==> src/rtl/serial_add_pkg.sv <==
// Shared types and constants for the serial add sequencer: FSM state
// encoding, requester count and default operand width.
package serial_add_pkg;

  typedef enum logic [1:0] {
    IDLE = 2'd0,
    ADD  = 2'd1,
    RESP = 2'd2
  } state_e;

  localparam int NREQ          = 2;
  localparam int DEFAULT_WIDTH = 4;

endpackage

==> src/rtl/serial_fa_bit.sv <==
// One-bit combinational full adder; the single shared slice of the
// bit-serial ripple-carry datapath.
module serial_fa_bit (
  input  logic a_i,
  input  logic b_i,
  input  logic c_i,
  output logic s_o,
  output logic c_next_o
);

  assign s_o      = a_i ^ b_i ^ c_i;
  assign c_next_o = (a_i & b_i) | ((a_i ^ b_i) & c_i);

endmodule

==> src/rtl/serial_add_sequencer.sv <==
// Two-requester round-robin front end sharing one bit-serial adder; adds
// LSB-first over WIDTH cycles and returns the result on a ready/valid channel.
module serial_add_sequencer
  import serial_add_pkg::*;
#(
  parameter int WIDTH = DEFAULT_WIDTH,
  parameter int CNT_W = $clog2(WIDTH)
) (
  input  logic                  clk,
  input  logic                  rst,
  input  logic [NREQ-1:0]       req_valid,
  output logic [NREQ-1:0]       req_ready,
  input  logic [NREQ*WIDTH-1:0] req_a,
  input  logic [NREQ*WIDTH-1:0] req_b,
  input  logic [NREQ-1:0]       req_cin,
  output logic                  rsp_valid,
  input  logic                  rsp_ready,
  output logic [WIDTH-1:0]      rsp_sum,
  output logic                  rsp_cout,
  output logic                  rsp_id
);

  state_e           state_q, state_d;
  logic [WIDTH-1:0] a_q, a_d, b_q, b_d, sum_q, sum_d;
  logic [CNT_W-1:0] idx_q, idx_d;
  logic             carry_q, carry_d;
  logic             cout_q, cout_d;
  logic             id_q, id_d;
  logic             last_q, last_d;
  logic             grant_id;
  logic             fa_s, fa_c;

  // On a tie the requester that did not win last time is granted.
  always_comb begin
    grant_id  = req_valid[1] & (~req_valid[0] | ~last_q);
    req_ready = '0;
    if (state_q == IDLE && !rst && (|req_valid)) req_ready[grant_id] = 1'b1;
  end

  serial_fa_bit u_fa (
    .a_i      (a_q[idx_q]),
    .b_i      (b_q[idx_q]),
    .c_i      (carry_q),
    .s_o      (fa_s),
    .c_next_o (fa_c)
  );

  // NOTE: every signal assigned here gets a default first so no path
  // leaves it unassigned, which would otherwise infer a latch.
  always_comb begin
    state_d = state_q;
    a_d     = a_q;
    b_d     = b_q;
    sum_d   = sum_q;
    idx_d   = idx_q;
    carry_d = carry_q;
    cout_d  = cout_q;
    id_d    = id_q;
    last_d  = last_q;
    case (state_q)
      IDLE: begin
        if (|(req_valid & req_ready)) begin
          a_d     = req_a[grant_id*WIDTH +: WIDTH];
          b_d     = req_b[grant_id*WIDTH +: WIDTH];
          carry_d = req_cin[grant_id];
          id_d    = grant_id;
          last_d  = grant_id;
          idx_d   = '0;
          state_d = ADD;
        end
      end
      ADD: begin
        sum_d[idx_q] = fa_s;
        carry_d      = fa_c;
        if (idx_q == CNT_W'(WIDTH - 1)) begin
          cout_d  = fa_c;
          state_d = RESP;
        end else begin
          idx_d = idx_q + 1'b1;
        end
      end
      RESP: begin
        if (rsp_ready) state_d = IDLE;
      end
      default: state_d = IDLE;
    endcase
  end

  // NOTE: sequential state uses non-blocking assignments so all registers
  // update together from the values present before the edge.
  always_ff @(posedge clk) begin
    if (rst) begin
      state_q <= IDLE;
      a_q     <= '0;
      b_q     <= '0;
      sum_q   <= '0;
      idx_q   <= '0;
      carry_q <= 1'b0;
      cout_q  <= 1'b0;
      id_q    <= 1'b0;
      last_q  <= 1'b1;
    end else begin
      state_q <= state_d;
      a_q     <= a_d;
      b_q     <= b_d;
      sum_q   <= sum_d;
      idx_q   <= idx_d;
      carry_q <= carry_d;
      cout_q  <= cout_d;
      id_q    <= id_d;
      last_q  <= last_d;
    end
  end

  assign rsp_valid = (state_q == RESP);
  assign rsp_sum   = sum_q;
  assign rsp_cout  = cout_q;
  assign rsp_id    = id_q;

endmodule

==> config.mk <==
export PLATFORM = sky130hd
export DESIGN_NAME = serial_add_sequencer
export DESIGN_NICKNAME = d
export VERILOG_FILES = /design/src/rtl/serial_add_pkg.sv /design/src/rtl/serial_fa_bit.sv /design/src/rtl/serial_add_sequencer.sv
export SDC_FILE = /design/constraint.sdc
export NUM_CORES = 1
export LEC_CHECK = 0
export ABC_CLOCK_PERIOD_IN_PS = 4900
export CORE_MARGIN = 2
export CORE_UTILIZATION = 50
export DETAILED_ROUTE_END_ITERATION = 10
export PLACE_DENSITY = 0.84
export SLEW_MARGIN = 20
export SYNTH_ARGS = -nofsm -noshare
export SYNTH_HDL_FRONTEND = slang
export SYNTH_SLANG_ARGS = --single-unit
==> constraint.sdc <==
create_clock -name clk -period 4.9 [get_ports clk]
set_clock_uncertainty 0.15 [all_clocks]
set_input_delay 0.98 -clock clk [delete_from_list [all_inputs] [get_ports clk]]
set_output_delay 0.98 -clock clk [all_outputs]
set_load 0.02 [all_outputs]
==> key figures, run 1 <==
Floorplan
  • Boundary Pins: 32
  • Initial core utilization: 0.5160
  • Die width: 51.09 um
  • Core area: 2148 um^2
  • Die ar.: 2610 um^2
  • # rows: 17
  • Die height: 51.09 um

GRT
  • First-pass GRT wire length: 4243 um
  • Vias in the first global route: 985
  • Initial antenna violation count: 0
  • Total GRT Usage: 0.2180
  • Largest net degree at the start of global routing: 19
  • Grt total ovfl: 0

Run status
  • Run status: finished, final reports clean

Route
  • Total number of vias: 1,030
  • Vias per cell: approximately 5.8
  • Post-route ant nets: 0
  • Routed WL per cell: 14.53 um
  • Initial DRC count: 38
  • DRT Pass-1 Iters: 4
  • Final WL: 2586 um
  • DRC errors left: 0

Power and ir drop
  • Pwr/cell area: between 200 and 300 nW/um^2
  • Sw Ratio: 0.2531
  • Comb power frac: 0.207
  • Sequential power share: 0.456
  • Switching power: 0.0001019 W
  • Peak VDD IR: between 0.0002 and 0.00025 V
  • Clock power frac: 0.338
  • Internal: 0.0003008 W
  • Leakage: 0.5706 nW

Timing
  • # setup viols final: 0
  • Final setup TNS: 0 ps
  • Final period util: 0.7834
  • Slew HR: 0.6478
  • Worst slew pin tran: 527.6 ps
  • Fin. max-slew vios: 0
  • Hold WS: 361.5 ps
  • Final hold vios: 0
  • Min cycle time layout: 3839 ps
  • Max Clock Freq: 260.5 MHz
  • RSZ-0062 raised after global routing: false

Final layout
  • Final instance area: between 1000 and 1500 um^2
  • Fraction of layout cells with a size suffix above 1: 0.1000
  • Nets@finish: 179
  • Area growth syn-to-layout: 32.28%
  • Filler Cells Inserted: 167
  • Diodes inserted: 0

Clock network
  • Clock-pin slew on the worst setup and hold paths: 120 ps
  • Post-CTS Setup Inserts: 0
  • H-tree depth: 1
  • Cts repair resizes: 0
  • Hold_buf cts: 0
  • Total CTS buffers: 3
  • TritonCTS clock tree: done
  • Clock root cell: clkbuf_4
  • Worst-Skew Late Latency: 310 ps
  • Clock sink count: 20
  • Clk buf depth: 2

Yosys
  • Synth cell types: 39
  • Synth Cell Area: 1109 um^2
  • Mapped Cells: 121
  • Fraction of synthesis flops using an asynchronous set or reset pin: 0
  • Ys flop type: dfxtp_1
  • Yosys Warn Count: 0
  • Number of synthesized register bits: 20
  • Post-Syn Area per Cell: 9.162 um^2
  • Number of synthesized flops with an enable pin: 0
  • Sequential area share after synthesis: 0.3612
  • Mapped Nets: approximately 150

Critical path
  • CP Launch Type: input port
  • Crit. Startpoint: rst
  • Worst r2r src: idx_q[0]
  • CP Max Fanout: 6
  • R2R depth: 4
  • Setup crit end kind: primary output
  • Reg-to-Reg End: rsp_sum[3]
  • Flop-to-flop setup slack: about 2800 ps
  • Setup CP Type: in2out
  • Worst Path Arrival: 2710 ps
  • Critical Path RT: 3770 ps

Placement
  • Dpl hpwl: 1969 um
  • GPL Wtd Cong: 0.7885
  • Port Buffers: 31
  • Area after DPL: about 1400 um^2

Job
  • Maxcap violations: 0

Worst hold path
  • Hold path depth: 2
  • Hold path start: a_q[2]
  • Worst hold endpoint: a_q[2]
  • Worst Hold Class: reg2reg
## placed cells by master, fill, tap and decap left out, drive strengths merged, types with 2 or more instances in the layout
master          n
clkdlybuf4s50  31
dfxtp          20
nand2          13
nor2           11
a21oi          10
a311oi          6
mux2i           5
nand2b          4
inv             4
nand3b          4
ha              4
nand3           3
clkbuf          3
or2             3
nor3            3
mux4            2
o211ai          2
nand4           2
o21ai           2
a31oi           2
or3b            2
## synth_stat cells (2+ instances only)
cell / count / share of area
dfxtp_1: 20 / 0.36
nand2_1: 13 / 0.044
nor2_1: 11 / 0.037
a21oi_1: 10 / 0.045
a311oi_1: 6 / 0.047
mux2i_1: 5 / 0.045
ha_1: 4 / 0.045
inv_1: 4 / 0.014
nand2b_1: 4 / 0.023
nand3b_1: 4 / 0.027
buf_4: 3 / 0.020
nand3_1: 3 / 0.014
a31oi_1: 2 / 0.011
buf_2: 2 / 0.0090
mux4_2: 2 / 0.041
nand4_1: 2 / 0.011
o211ai_1: 2 / 0.014
o21ai_0: 2 / 0.0090
or2_2: 2 / 0.011
## state kept, by name, summed over array words and instances (netlist names), 2 cells and up
register and count:
a_q 4, b_q 4, rsp_sum 4, idx_q 2, state_q 2
## stage by stage
step / setup WS (ps) / instances / util / power (W)
finish: 1061 / 178 / 0.6826 / 0.0004027
global route: 970.0 / 178 / 0.6826 / 0.0004187
CTS: 1084 / 178 / 0.6826 / 0.0004042
detailed placement: 1080 / 174 / 0.6581 / 0.0002703
global placement: 1138 / 174 / 0.6581 / 0.0002670
floorplan: 2040 / 121 / - / 0.0002359
## final cells by class
class | instances | area (um^2) | share of cell area
flip-flops and latches | 20 | 400.4 | 0.2730
multi-input cells | 90 | 645.6 | 0.4403
clock inverters | 1 | 30.03 | 0.02048
inverters | 4 | 15.01 | 0.01024
clock buffers | 3 | 22.52 | 0.01536
repair buffers | 32 | 317.8 | 0.2167
well taps | 28 | 35.03 | 0.02389
## power by group through the flow
| stage | Clock [W] | Combinational, W | Sequential (W) |
|---|---|---|---|
| 6_report | 0.000136 | 0.0000833 | 0.000183 |
| 3_3_place_gp | 0 | 0.0000804 | 0.000187 |
| 2_1_floorplan | 0 | 0.0000503 | 0.000186 |
| 5_1_grt | 0.000143 | 0.0000900 | 0.000185 |
| 4_1_cts | 0.000137 | 0.0000837 | 0.000183 |
| 3_5_place_dp | 0 | 0.0000833 | 0.000187 |
## cell families (layout without fill, tap and decap cells)
logic type / count (synthesis) / count (layout) / synth area share
mux: 7 / 7 / 0.08578
compound gates: 29 / 29 / 0.1874
simple gates: 49 / 49 / 0.2461
fa+ha+maj: 5 / 5 / 0.06321
buf+inv: 11 / 40 / 0.05642
flops: 20 / 20 / 0.3612
## worst max-delay path by stage
stage               cells past startpoint  slack [ps]           end
floorplan                               4        2040  req_ready[1]
global placement                        4        1140  req_ready[0]
detailed placement                      4        1080  req_ready[1]
CTS                                     4        1080  req_ready[1]
global route                            4         970  req_ready[1]
finish                                  4        1060  req_ready[1]
## critical path, cell delays in order
cell and delay [ps]:
clkdlybuf4s50_1 540, or3_4 390, nor2_1 130, clkdlybuf4s50_1 660
## metal layers
layer / vias up / GRT usage / part of all wire
met2: 47 / 0.3961 / 0.53
met4: 0 / 0.1171 / 0.027
li1: 497 / - / -
met1: 476 / 0.2399 / 0.38
met3: 10 / 0.03509 / 0.061
met5: - / 0 / 0
No activity file was read; power rests on OpenSTA's default activity.
==> inputs of run 2 (changes only) <==
--- a/config.mk
+++ b/config.mk
@@ -5,11 +5,11 @@
 export SDC_FILE = /design/constraint.sdc
 export NUM_CORES = 1
 export LEC_CHECK = 0
-export ABC_CLOCK_PERIOD_IN_PS = 4900
+export ABC_CLOCK_PERIOD_IN_PS = 3480
 export CORE_MARGIN = 2
-export CORE_UTILIZATION = 50
+export CORE_UTILIZATION = 42
 export DETAILED_ROUTE_END_ITERATION = 10
-export PLACE_DENSITY = 0.84
+export PLACE_DENSITY = 0.75
 export SLEW_MARGIN = 20
 export SYNTH_ARGS = -nofsm -noshare
 export SYNTH_HDL_FRONTEND = slang
==> constraint.sdc (replaced) <==
create_clock -name clk -period 3.48 [get_ports clk]
set_clock_uncertainty 0.15 [all_clocks]
set_input_delay 0.696 -clock clk [delete_from_list [all_inputs] [get_ports clk]]
set_output_delay 0.696 -clock clk [all_outputs]
set_load 0.02 [all_outputs]
==> key figures, run 2 (synthesized netlist as in run 1, its figures left out) <==
Floorplan
  • # rows: 18
  • Initial core utilization: 0.4434
  • Boundary Pins: 32
  • Die ar.: 3066 um^2
  • Core area: approximately 2500 um^2
  • Die width: 55.38 um
  • Die height: roughly 55 um

Route
  • Initial DRC count: 18
  • Routed WL per cell: between 10 and 15 um
  • DRT Pass-1 Iters: 4
  • Vias per cell: 5.475
  • Total number of vias: 991
  • DRC errors left: 0
  • Final WL: 2458 um
  • Post-route ant nets: 0

Clock network
  • Clock-pin slew on the worst setup and hold paths: about 100 ps
  • Clock root cell: clkbuf_4
  • Post-CTS Setup Inserts: 0
  • H-tree depth: 1
  • Total CTS buffers: 3
  • Cts repair resizes: 0
  • Clk buf depth: 2
  • Worst-Skew Late Latency: 290 ps
  • Hold_buf cts: 0
  • TritonCTS clock tree: done
  • Clock sink count: 20

Final layout
  • Nets@finish: 181
  • Commonest cells after routing, fill and taps aside: clkdlybuf4s50_1 (31), dfxtp_1 (20), nand2_1 (13)
  • Fraction of layout cells with a size suffix above 1: 0.1060
  • Diodes inserted: 0
  • Area growth syn-to-layout: 31.15%
  • Commonest non-fill, non-tap cell in the layout: clkdlybuf4s50_1

Power and ir drop
  • Pwr/cell area: between 300 and 400 nW/um^2
  • Leakage: 0.5663 nW
  • Peak VDD IR: approximately 0.00022 V

GRT
  • Largest net degree at the start of global routing: 22
  • Total GRT Usage: 0.1611
  • Grt total ovfl: 0
  • First-pass GRT wire length: 4015 um
  • Vias in the first global route: 913
  • Initial antenna violation count: 0

Timing
  • # setup viols final: 0
  • Setup ws final: ~330 ps
  • Fin. max-slew vios: 0
  • Slew HR: 0.6632
  • Min cycle time layout: approximately 3100 ps
  • RSZ-0062 raised after global routing: false
  • Max Clock Freq: 317.7 MHz
  • Final period util: 0.9044
  • Final hold vios: 0
  • Final setup TNS: 0 ps
  • Worst slew pin tran: between 500 and 600 ps

Critical path
  • Worst Path Buf+Inv: 2
  • CP Launch Type: input port
  • Setup crit end kind: primary output
  • CP delay by family, top: buffers and inverters
  • Worst Path Arrival: roughly 2300 ps
  • Cell mode on critical path: clkdlybuf4s50_1
  • Critical Path RT: 2630 ps
  • CP max stage delay: 610 ps
  • Setup CP Type: in2out
  • Worst r2r src: idx_q[0]
  • Crit. Startpoint: req_valid[1]
  • CP Max Fanout: 8
  • CP max-delay cell: clkdlybuf4s50_1
  • Critical Path, Cell by Cell: clkdlybuf4s50_1 > a21bo_1 > nor2_1 > clkdlybuf4s50_1

Placement
  • Port Buffers: 31
  • Post-placement setup slack: 327.2 ps
  • GPL Wtd Cong: 0.7915
  • Dpl hpwl: 1819 um

Job
  • Maxcap violations: 0

Run status
  • Run status: finished, final reports clean

Worst hold path
  • Hold path start: rsp_sum[0]
  • Worst Hold Class: reg2reg
## run 2: tightest hold or removal path, delay by kind of cell (launching register included)
family	cells	cell delay, ps
DFF	1	340
muxes	1	70
and+or+nand+nor	1	70
## run 2: per-layer routing
| metal | wire length, um | global-route usage | share of wire |
|---|---|---|---|
| met4 | 18 | 0.05575 | 0.0073 |
| met2 | 1190 | 0.2636 | 0.48 |
| met5 | 0 | 0 | 0 |
| met3 | 104 | 0.04918 | 0.042 |
| met1 | 1144 | 0.1997 | 0.47 |
## run 2: cell type report
class	instances	area (um^2)
Timing Repair Buffer	34	332.8
Multi-Input combinational cell	90	645.6
Clock buffer	3	22.52
Fill cell	236	1046
Tap cell	30	37.54
Inverter	4	15.01
Sequential cell	20	400.4
## run 2: where the power goes
part,internal [W],switching (W),leakage (nW)
sequential,0.000243,0.0000147,0.164
clock,0.0000402,0.0000645,0.0138
combinational,0.0000650,0.0000535,0.389
## run 2: path summary, 6_finish.rpt
check	end	slack (ps)	depth (start not counted)
max reg2reg	rsp_sum[2]	1400	4
max	req_ready[1]	330	4
min	rsp_sum[0]	360	2
min reg2reg	rsp_sum[0]	360	2
## run 2: through the flow
step           area (um^2)  cells  total power, W    util  hold slack, ps
2_1_floorplan         1109    121       0.0003322       -           318.8
6_report              1454    181       0.0004814  0.5816           355.8
3_3_place_gp          1431    178       0.0003789  0.5726           324.0
3_5_place_dp          1431    178       0.0003822  0.5726           341.2
4_1_cts               1454    181       0.0004860  0.5816           359.0
5_1_grt               1454    181       0.0005119  0.5816           402.4
==> inputs of run 3 (changes only) <==
--- a/config.mk
+++ b/config.mk
@@ -9,6 +9,7 @@
 export CORE_MARGIN = 2
 export CORE_UTILIZATION = 42
 export DETAILED_ROUTE_END_ITERATION = 10
+export GPL_ROUTABILITY_DRIVEN = 0
 export PLACE_DENSITY = 0.75
 export SLEW_MARGIN = 20
 export SYNTH_ARGS = -nofsm -noshare
==> results of run 3 <==
The final DEF is identical to that of run 2; final timing and power are the same.
